<file path="src/rtl/fifo_sync_flex.sv">
// Single-clock FIFO with occupancy count, programmable almost flags, flush,
// sticky overflow/underflow and a choice of registered or fall-through read.
module fifo_sync_flex #(
    parameter int WIDTH    = 16,
    parameter int DEPTH    = 16,
    parameter int PTR_SIZE = 4,
    parameter int AF_LEVEL = DEPTH - 2,
    parameter int AE_LEVEL = 2,
    parameter bit FWFT     = 1'b0
) (
    input  logic                clk,
    input  logic                rst,
    input  logic                clear,
    input  logic                wr_en,
    input  logic [WIDTH-1:0]    wr_data,
    input  logic                rd_en,
    output logic [WIDTH-1:0]    rd_data,
    output logic                rd_valid,
    output logic                full,
    output logic                empty,
    output logic                almost_full,
    output logic                almost_empty,
    output logic [PTR_SIZE:0]   count,
    output logic                overflow,
    output logic                underflow
);

    localparam logic [PTR_SIZE:0] DEPTH_C = (PTR_SIZE + 1)'(DEPTH);
    localparam logic [PTR_SIZE:0] AF_C    = (PTR_SIZE + 1)'(AF_LEVEL);
    localparam logic [PTR_SIZE:0] AE_C    = (PTR_SIZE + 1)'(AE_LEVEL);

    logic [WIDTH-1:0]  mem [DEPTH];
    logic [PTR_SIZE:0] wr_ptr;
    logic [PTR_SIZE:0] rd_ptr;
    logic              wr_acc;
    logic              rd_acc;

    // Flags come from the registered count only; no same-cycle bypass.
    assign full         = (count == DEPTH_C);
    assign empty        = (count == '0);
    assign almost_full  = (count >= AF_C);
    assign almost_empty = (count <= AE_C);

    assign wr_acc = wr_en & ~full;
    assign rd_acc = rd_en & ~empty;

    always_ff @(posedge clk) begin
        if (rst) begin
            wr_ptr    <= '0;
            rd_ptr    <= '0;
            count     <= '0;
            overflow  <= 1'b0;
            underflow <= 1'b0;
        end else if (clear) begin
            wr_ptr <= '0;
            rd_ptr <= '0;
            count  <= '0;
        end else begin
            if (wr_acc) wr_ptr <= wr_ptr + 1'b1;
            if (rd_acc) rd_ptr <= rd_ptr + 1'b1;
            if (wr_acc && !rd_acc)
                count <= count + 1'b1;
            else if (!wr_acc && rd_acc)
                count <= count - 1'b1;
            if (wr_en && full)  overflow  <= 1'b1;
            if (rd_en && empty) underflow <= 1'b1;
        end
    end

    always_ff @(posedge clk) begin
        if (!rst && !clear && wr_acc)
            mem[wr_ptr[PTR_SIZE-1:0]] <= wr_data;
    end

    generate
        if (FWFT) begin : g_fwft
            // Head word is presented continuously; rd_en only pops.
            assign rd_data  = mem[rd_ptr[PTR_SIZE-1:0]];
            assign rd_valid = ~empty;
        end else begin : g_std
            logic [WIDTH-1:0] data_p1;
            logic             valid_p1;

            // Read stage: popped word lands one cycle after rd_en.
            always_ff @(posedge clk) begin
                if (rst) begin
                    data_p1  <= '0;
                    valid_p1 <= 1'b0;
                end else if (clear) begin
                    valid_p1 <= 1'b0;
                end else begin
                    valid_p1 <= rd_acc;
                    if (rd_acc) data_p1 <= mem[rd_ptr[PTR_SIZE-1:0]];
                end
            end

            assign rd_data  = data_p1;
            assign rd_valid = valid_p1;
        end
    endgenerate

endmodule

</file>
<file path="config.mk">
export PLATFORM = sky130hd
export DESIGN_NAME = fifo_sync_flex
export DESIGN_NICKNAME = d
export VERILOG_FILES = /design/src/rtl/fifo_sync_flex.sv
export SDC_FILE = /design/constraint.sdc
export NUM_CORES = 1
export LEC_CHECK = 0
export ABC_AREA = 1
export CORE_ASPECT_RATIO = 1.1
export CORE_MARGIN = 2
export CORE_UTILIZATION = 60
export CTS_CLUSTER_DIAMETER = 30
export DETAILED_ROUTE_END_ITERATION = 10
export PLACE_DENSITY = 0.84
export SYNTH_ARGS = -nofsm -noshare
export SYNTH_HDL_FRONTEND = slang
export SYNTH_SLANG_ARGS = --single-unit
</file>
<file path="constraint.sdc">
create_clock -name clk -period 5.5 [get_ports clk]
set_input_delay 1.1 -clock clk [delete_from_list [all_inputs] [get_ports clk]]
set_output_delay 1.1 -clock clk [all_outputs]
set_load 0.1 [all_outputs]
</file>
==> results.toml, run 1 <==
[outcome]
status = "completed"

[drt]
drt_pass1_iterations = 6
vias_per_cell = 5.75
antenna_left = 0
num_vias = 8926
drtIter0Drc = 1291
drc = 0
avgRoutedWirePerCell_um = 20.1
wirelength_um = 31300

[logic_synthesis]
netlist_instances = 1220
synth-seq-cells = 288
async_reset_ff_share_pct = 0
ys_seq_area_share_pct = 67.4
synthFlopType = "edfxtp_1"
yosys_warnings = 0
syn_area_um2 = 12400
ys_types = 32
synth_edf_count = 256
synth_fp_nets = 1252
syn_avg_cell_area_um2 = 10.1

[power_and_ir_drop]
combPwrFrac_pct = 13.6
totalPowerFinal_mw = 5.91
clkPwrFrac_pct = 44.9
p_sw_share_pct = 27.8
seqPwrFrac_pct = 41.4
ir_drop_uv = 324
p_switching_mw = 1.64
internal_power_mw = 4.27
power.density_nw_per_um2 = 411
leakagePower_nw = 5.94

[global_routing]
grt_start_max_net_pins = 107
grt_first_pass_wirelength_um = 48100
grt_pass1_vias = 8744
overflow = 0
grt_usage_pct = 29.2
antenna_found_initial = 0

[timing]
fin_skew_ps = 15.4
final_max_slew_viol_count = 0
hold_viol_final = 0
setup_violations = 0
tns_ps = 0
worstMarginPinSlew_ps = 1140
grt_setup_unrepaired = "false"
fin_crit_ps = 3650
slew_headroom_pct = 23.2
clock.fmax_mhz = 274
period_share_pct = 66.3
holdWs_ps = 490

[floorplanning]
num_io_pins = 49
initial_utilization_pct = 60.7
fp.dieW_um = 141
dieArea_um2 = 21800
core_area_um2 = 20400
rows = 55
die_h_um = 155

[hold_path]
min_path_cells = 2
hp-class = "reg2reg"

[clocking]
root_buffer = "clkbuf_16"
htreeDepth = 2
path_clk_slew_ps = 60
cts_tree = "built"
clk_path_buf_depth = 3
cts_sinks = 288
post-cts-setup-buffers = 0
cts-buffers-inserted = 44
hold_buffers = 0
ctsResizeCount = 0
clock_latency_ps = 540

[setup_path]
path_max_fanout = 6
arrival_ps = 2550
crit_type = "reg2out"
startpoint_type = "register"
endpoint_kind = "output port"
cp_data_required_time_ps = 4400
worstRegToRegCells = 10

[flow_run]
drv_cap = 0

[final_layout]
synthToLayoutAreaGrowth_pct = 16.3
fin_cells = 1552
final_cell_area_um2 = 14400
drive_gt1_share_pct = 8.26
finalNetCount = 1294
n_antenna_cell = 0
fillerInstances = 1318
regArea_um2 = 8330
multi_input_area_um2 = 3090

[placement]
hpwl_um = 18600
placed_cells = 1472
port_buffers = 48
placed_area_um2 = 13000
routabilityCongestion = 0.832
-- placed cells by master (no fill, tap or decap), types with 10 or more instances in the layout --
cell | netlist | layout
a21oi_1 | 28 | 28
clkbuf_16 | 0 | 45
clkdlybuf4s50_1 | 0 | 48
dfxtp_1 | 32 | 30
edfxtp_1 | 256 | 256
ha_1 | 10 | 10
inv_1 | 175 | 174
nand2_1 | 417 | 417
nand3_1 | 181 | 181
nor2_1 | 28 | 12
nor2_2 | 1 | 17
-- registers in the layout, summed over array words and instances, names as in the netlist --
register	count
count	5
mem	256
overflow	1
rd_data	16
rd_ptr	4
rd_valid	1
underflow	1
wr_ptr	4
-- path summary, 6_finish.rpt --
| kind | to | from | slack (ps) |
|---|---|---|---|
| max | almost_full | count[1]$_SDFFE_PP0P_ | 1850 |
| min | overflow$_SDFFE_PP0P_ | overflow$_SDFFE_PP0P_ | 490 |
| max reg2reg | rd_data[8]$_SDFFE_PP0P_ | rd_ptr[0]$_SDFFE_PP0P_ | 2690 |
| min reg2reg | overflow$_SDFFE_PP0P_ | overflow$_SDFFE_PP0P_ | 490 |
-- critical path: stages, from the launching register on --
cell and delay, ps:
dfxtp_1 460, inv_1 120, o31ai_1 260, clkdlybuf4s50_1 1180
-- layout make-up --
class	count	share of cell area, %
Multi-Input combinational cell	691	21.5
Clock inverter	28	1.84
Timing Repair Buffer	54	3.65
Inverter	183	4.82
Clock buffer	52	8.01
Sequential cell	288	57.9
Tap cell	256	2.23
-- kinds of logic after synthesis --
family                   count (synthesis)  synth area share [%]
XOR/XNOR                                 3                 0.213
adder cells (fa/ha/maj)                 11                  1.17
AND/OR/NAND/NOR                        636                  21.5
AO/OA/AOI/OAI                           41                  1.75
buffers and inverters                  241                  7.96
flip-flops                             288                  67.4
-- power by group through the flow --
stage | logic [mW] | registers, mW | clock network [mW]
final | 0.805 | 2.45 | 2.66
after global routing | 0.860 | 2.45 | 2.76
after CTS | 0.797 | 2.45 | 2.66
after detailed placement | 0.788 | 2.49 | 0
after global placement | 0.770 | 2.49 | 0
after floorplan | 0.399 | 2.66 | 0
-- per-layer routing --
layer	share of wire, %	GRT usage [%]	up-vias
li1	-	-	4057
met1	37	39.6	4186
met2	47	45.2	584
met3	11	5.91	99
met4	4.9	15.6	0
met5	0	0	-
-- per-stage QoR --
stage | setup WS, ps | util (%)
4_1_cts | 1840 | 70.6
3_5_place_dp | 1610 | 63.6
5_1_grt | 1740 | 70.6
6_report | 1850 | 70.6
3_3_place_gp | 1720 | 63.6
2_1_floorplan | 209 | -
-- synth_stat cells (3+ instances only) --
master,n,area (µm²)
ha_1,10,125
clkbuf_1,14,52.6
inv_2,4,15.0
nor2_1,28,105
inv_1,175,657
dfxtp_1,32,641
o21ai_0,8,40.0
buf_2,36,180
nand3_1,181,906
nand2_1,417,1570
a21oi_1,28,140
buf_6,3,33.8
edfxtp_1,256,7690
buf_1,3,11.3
No activity file was read; power rests on OpenSTA's default activity.
==> run 2, diff against run 1 <==
- clock period: 5.5 -> 3.65 ns (I/O delays scaled with it)
==> run 2 against run 1 <==
- clock power up 48%
- worst setup slack worse by 1100 ps
- non-clock buffer count grew 22
- critical path type unchanged
- highest routed layer unchanged
==> results.toml, run 2 (same netlist as run 1, synthesis figures left out) <==
[outcome]
status = "completed"

[setup_path]
r2r-start = "count[1]$_SDFFE_PP0P_"
path_depth = 1
cp_data_required_time_ps = 2920
path_max_fanout = 6
startpoint_type = "register"
endpoint_kind = "output port"
cp_cell_sequence = "clkdlybuf4s50_1"
critPathLaunch = "count[4]$_SDFFE_PP0P_"
r2r_setup_slack_ps = 1190
worstRegToRegCells = 12
crit_type = "reg2out"
endpoint = "count[4]"
arrival_ps = 2210
critPathTopFamily = "buffers and inverters"
cp_num_buf_inv = 1
r2r-end = "count[4]$_SDFFE_PP0P_"
critPathSlowestCell = "clkdlybuf4s50_1"
slowest_delay_ps = 1190

[clocking]
clk_path_buf_depth = 3
post-cts-setup-buffers = 0
hold_buffers = 0
cts_sinks = 288
path_clk_slew_ps = 60
root_buffer = "clkbuf_16"
cts_tree = "built"
cts-buffers-inserted = 44
ctsResizeCount = 0
htreeDepth = 2
clock_latency_ps = 540

[global_routing]
grt_first_pass_wirelength_um = 46900
overflow = 0
grt_pass1_vias = 9088
antenna_found_initial = 0
grt_usage_pct = 28.2
grt_start_max_net_pins = 71

[power_and_ir_drop]
p_sw_share_pct = 28.8
power.density_nw_per_um2 = 606
internal_power_mw = 6.28
combPwrFrac_pct = 13.6
ir_drop_uv = 589
p_switching_mw = 2.54
leakagePower_nw = 6.06
totalPowerFinal_mw = 8.82
seqPwrFrac_pct = 41.7
clkPwrFrac_pct = 44.7

[timing]
slew_headroom_pct = 29.5
grt_setup_unrepaired = "false"
fin_crit_ps = 2940
setup_violations = 0
clock.fmax_mhz = 340
period_share_pct = 80.6
final_max_slew_viol_count = 0
fin_skew_ps = 19.6
tns_ps = 0
worstMarginPinSlew_ps = 1060
finalWorstSetupSlack_ps = 709
hold_viol_final = 0
holdWs_ps = 490

[drt]
met3_wirelength_um = 3210
routed.top_layer = "met4"
drc = 0
met2WireLength_um = 14400
antenna_left = 0
drt_pass1_iterations = 5
avgRoutedWirePerCell_um = 19.1
wirelength_um = 30100
drtIter0Drc = 1128
wl_met1_um = 10800
num_vias = 9029
vias_per_cell = 5.73

[final_layout]
multi_input_area_um2 = 3100
layout_common_cells = "nand2_1, edfxtp_1, nand3_1, inv_1, clkbuf_16"
fillerInstances = 1279
synthToLayoutAreaGrowth_pct = 17.8
final_common_cell = "nand2_1"
largest_register_ffs = 256
fin_cells = 1576
drive_gt1_share_pct = 10.8
regArea_um2 = 8330
utilization_pct = 71.5
n_antenna_cell = 0
finalNetCount = 1316
final_cell_area_um2 = 14600

[floorplanning]
num_io_pins = 49
fp.dieW_um = 141
dieArea_um2 = 21800
rows = 55
initial_utilization_pct = 60.7
core_area_um2 = 20400
die_h_um = 155

[hold_path]
hp-class = "reg2reg"

[flow_run]
drv_cap = 0

[placement]
hpwl_um = 17300
dpl_worst_slack_ps = 683
port_buffers = 48
routabilityCongestion = 0.863
placed_area_um2 = 13100
placed_cells = 1494
[run 2: cell count changes in the layout (fill, tap and decap cells not counted), moves of 2 or more]
cell / change
inv_6: +5
clkinv_4: +5
clkinv_2: -3
clkbuf_1: -5
bufinv_16: -3
clkdlybuf4s50_1: -4
clkinvlp_4: +2
buf_4: +25
[run 2: power groups by stage]
stage	combinational, mW	sequential (mW)	clock [mW]
finish	1.20	3.68	3.94
global route	1.29	3.68	4.09
CTS	1.19	3.68	3.95
detailed placement	1.18	3.74	0
global placement	1.14	3.74	0
floorplan	0.605	4.01	0
[run 2: worst min-delay path by stage]
stage / from / endpoint / cells after the start
floorplan: wr_ptr[1]$_SDFFE_PP0P_ / wr_ptr[1]$_SDFFE_PP0P_ / 2
global route: underflow$_SDFFE_PP0P_ / underflow$_SDFFE_PP0P_ / 2
finish: overflow$_SDFFE_PP0P_ / overflow$_SDFFE_PP0P_ / 2
CTS: overflow$_SDFFE_PP0P_ / overflow$_SDFFE_PP0P_ / 2
detailed placement: underflow$_SDFFE_PP0P_ / underflow$_SDFFE_PP0P_ / 2
global placement: underflow$_SDFFE_PP0P_ / underflow$_SDFFE_PP0P_ / 2
[run 2: cell type report]
type	instances	share of cell area (%)
clock buffers	48	7.88
clock inverters	34	1.86
inverters	183	4.76
multi-input cells	691	21.3
flip-flops and latches	288	57.2
well taps	256	2.20
repair buffers	76	4.76
[run 2: metal layers]
| layer | vias up | GRT usage [%] |
|---|---|---|
| li1 | 4106 | - |
| met2 | 617 | 45.8 |
| met3 | 132 | 5.54 |
| met4 | 0 | 15.6 |
| met1 | 4174 | 36.1 |
| met5 | - | 0 |
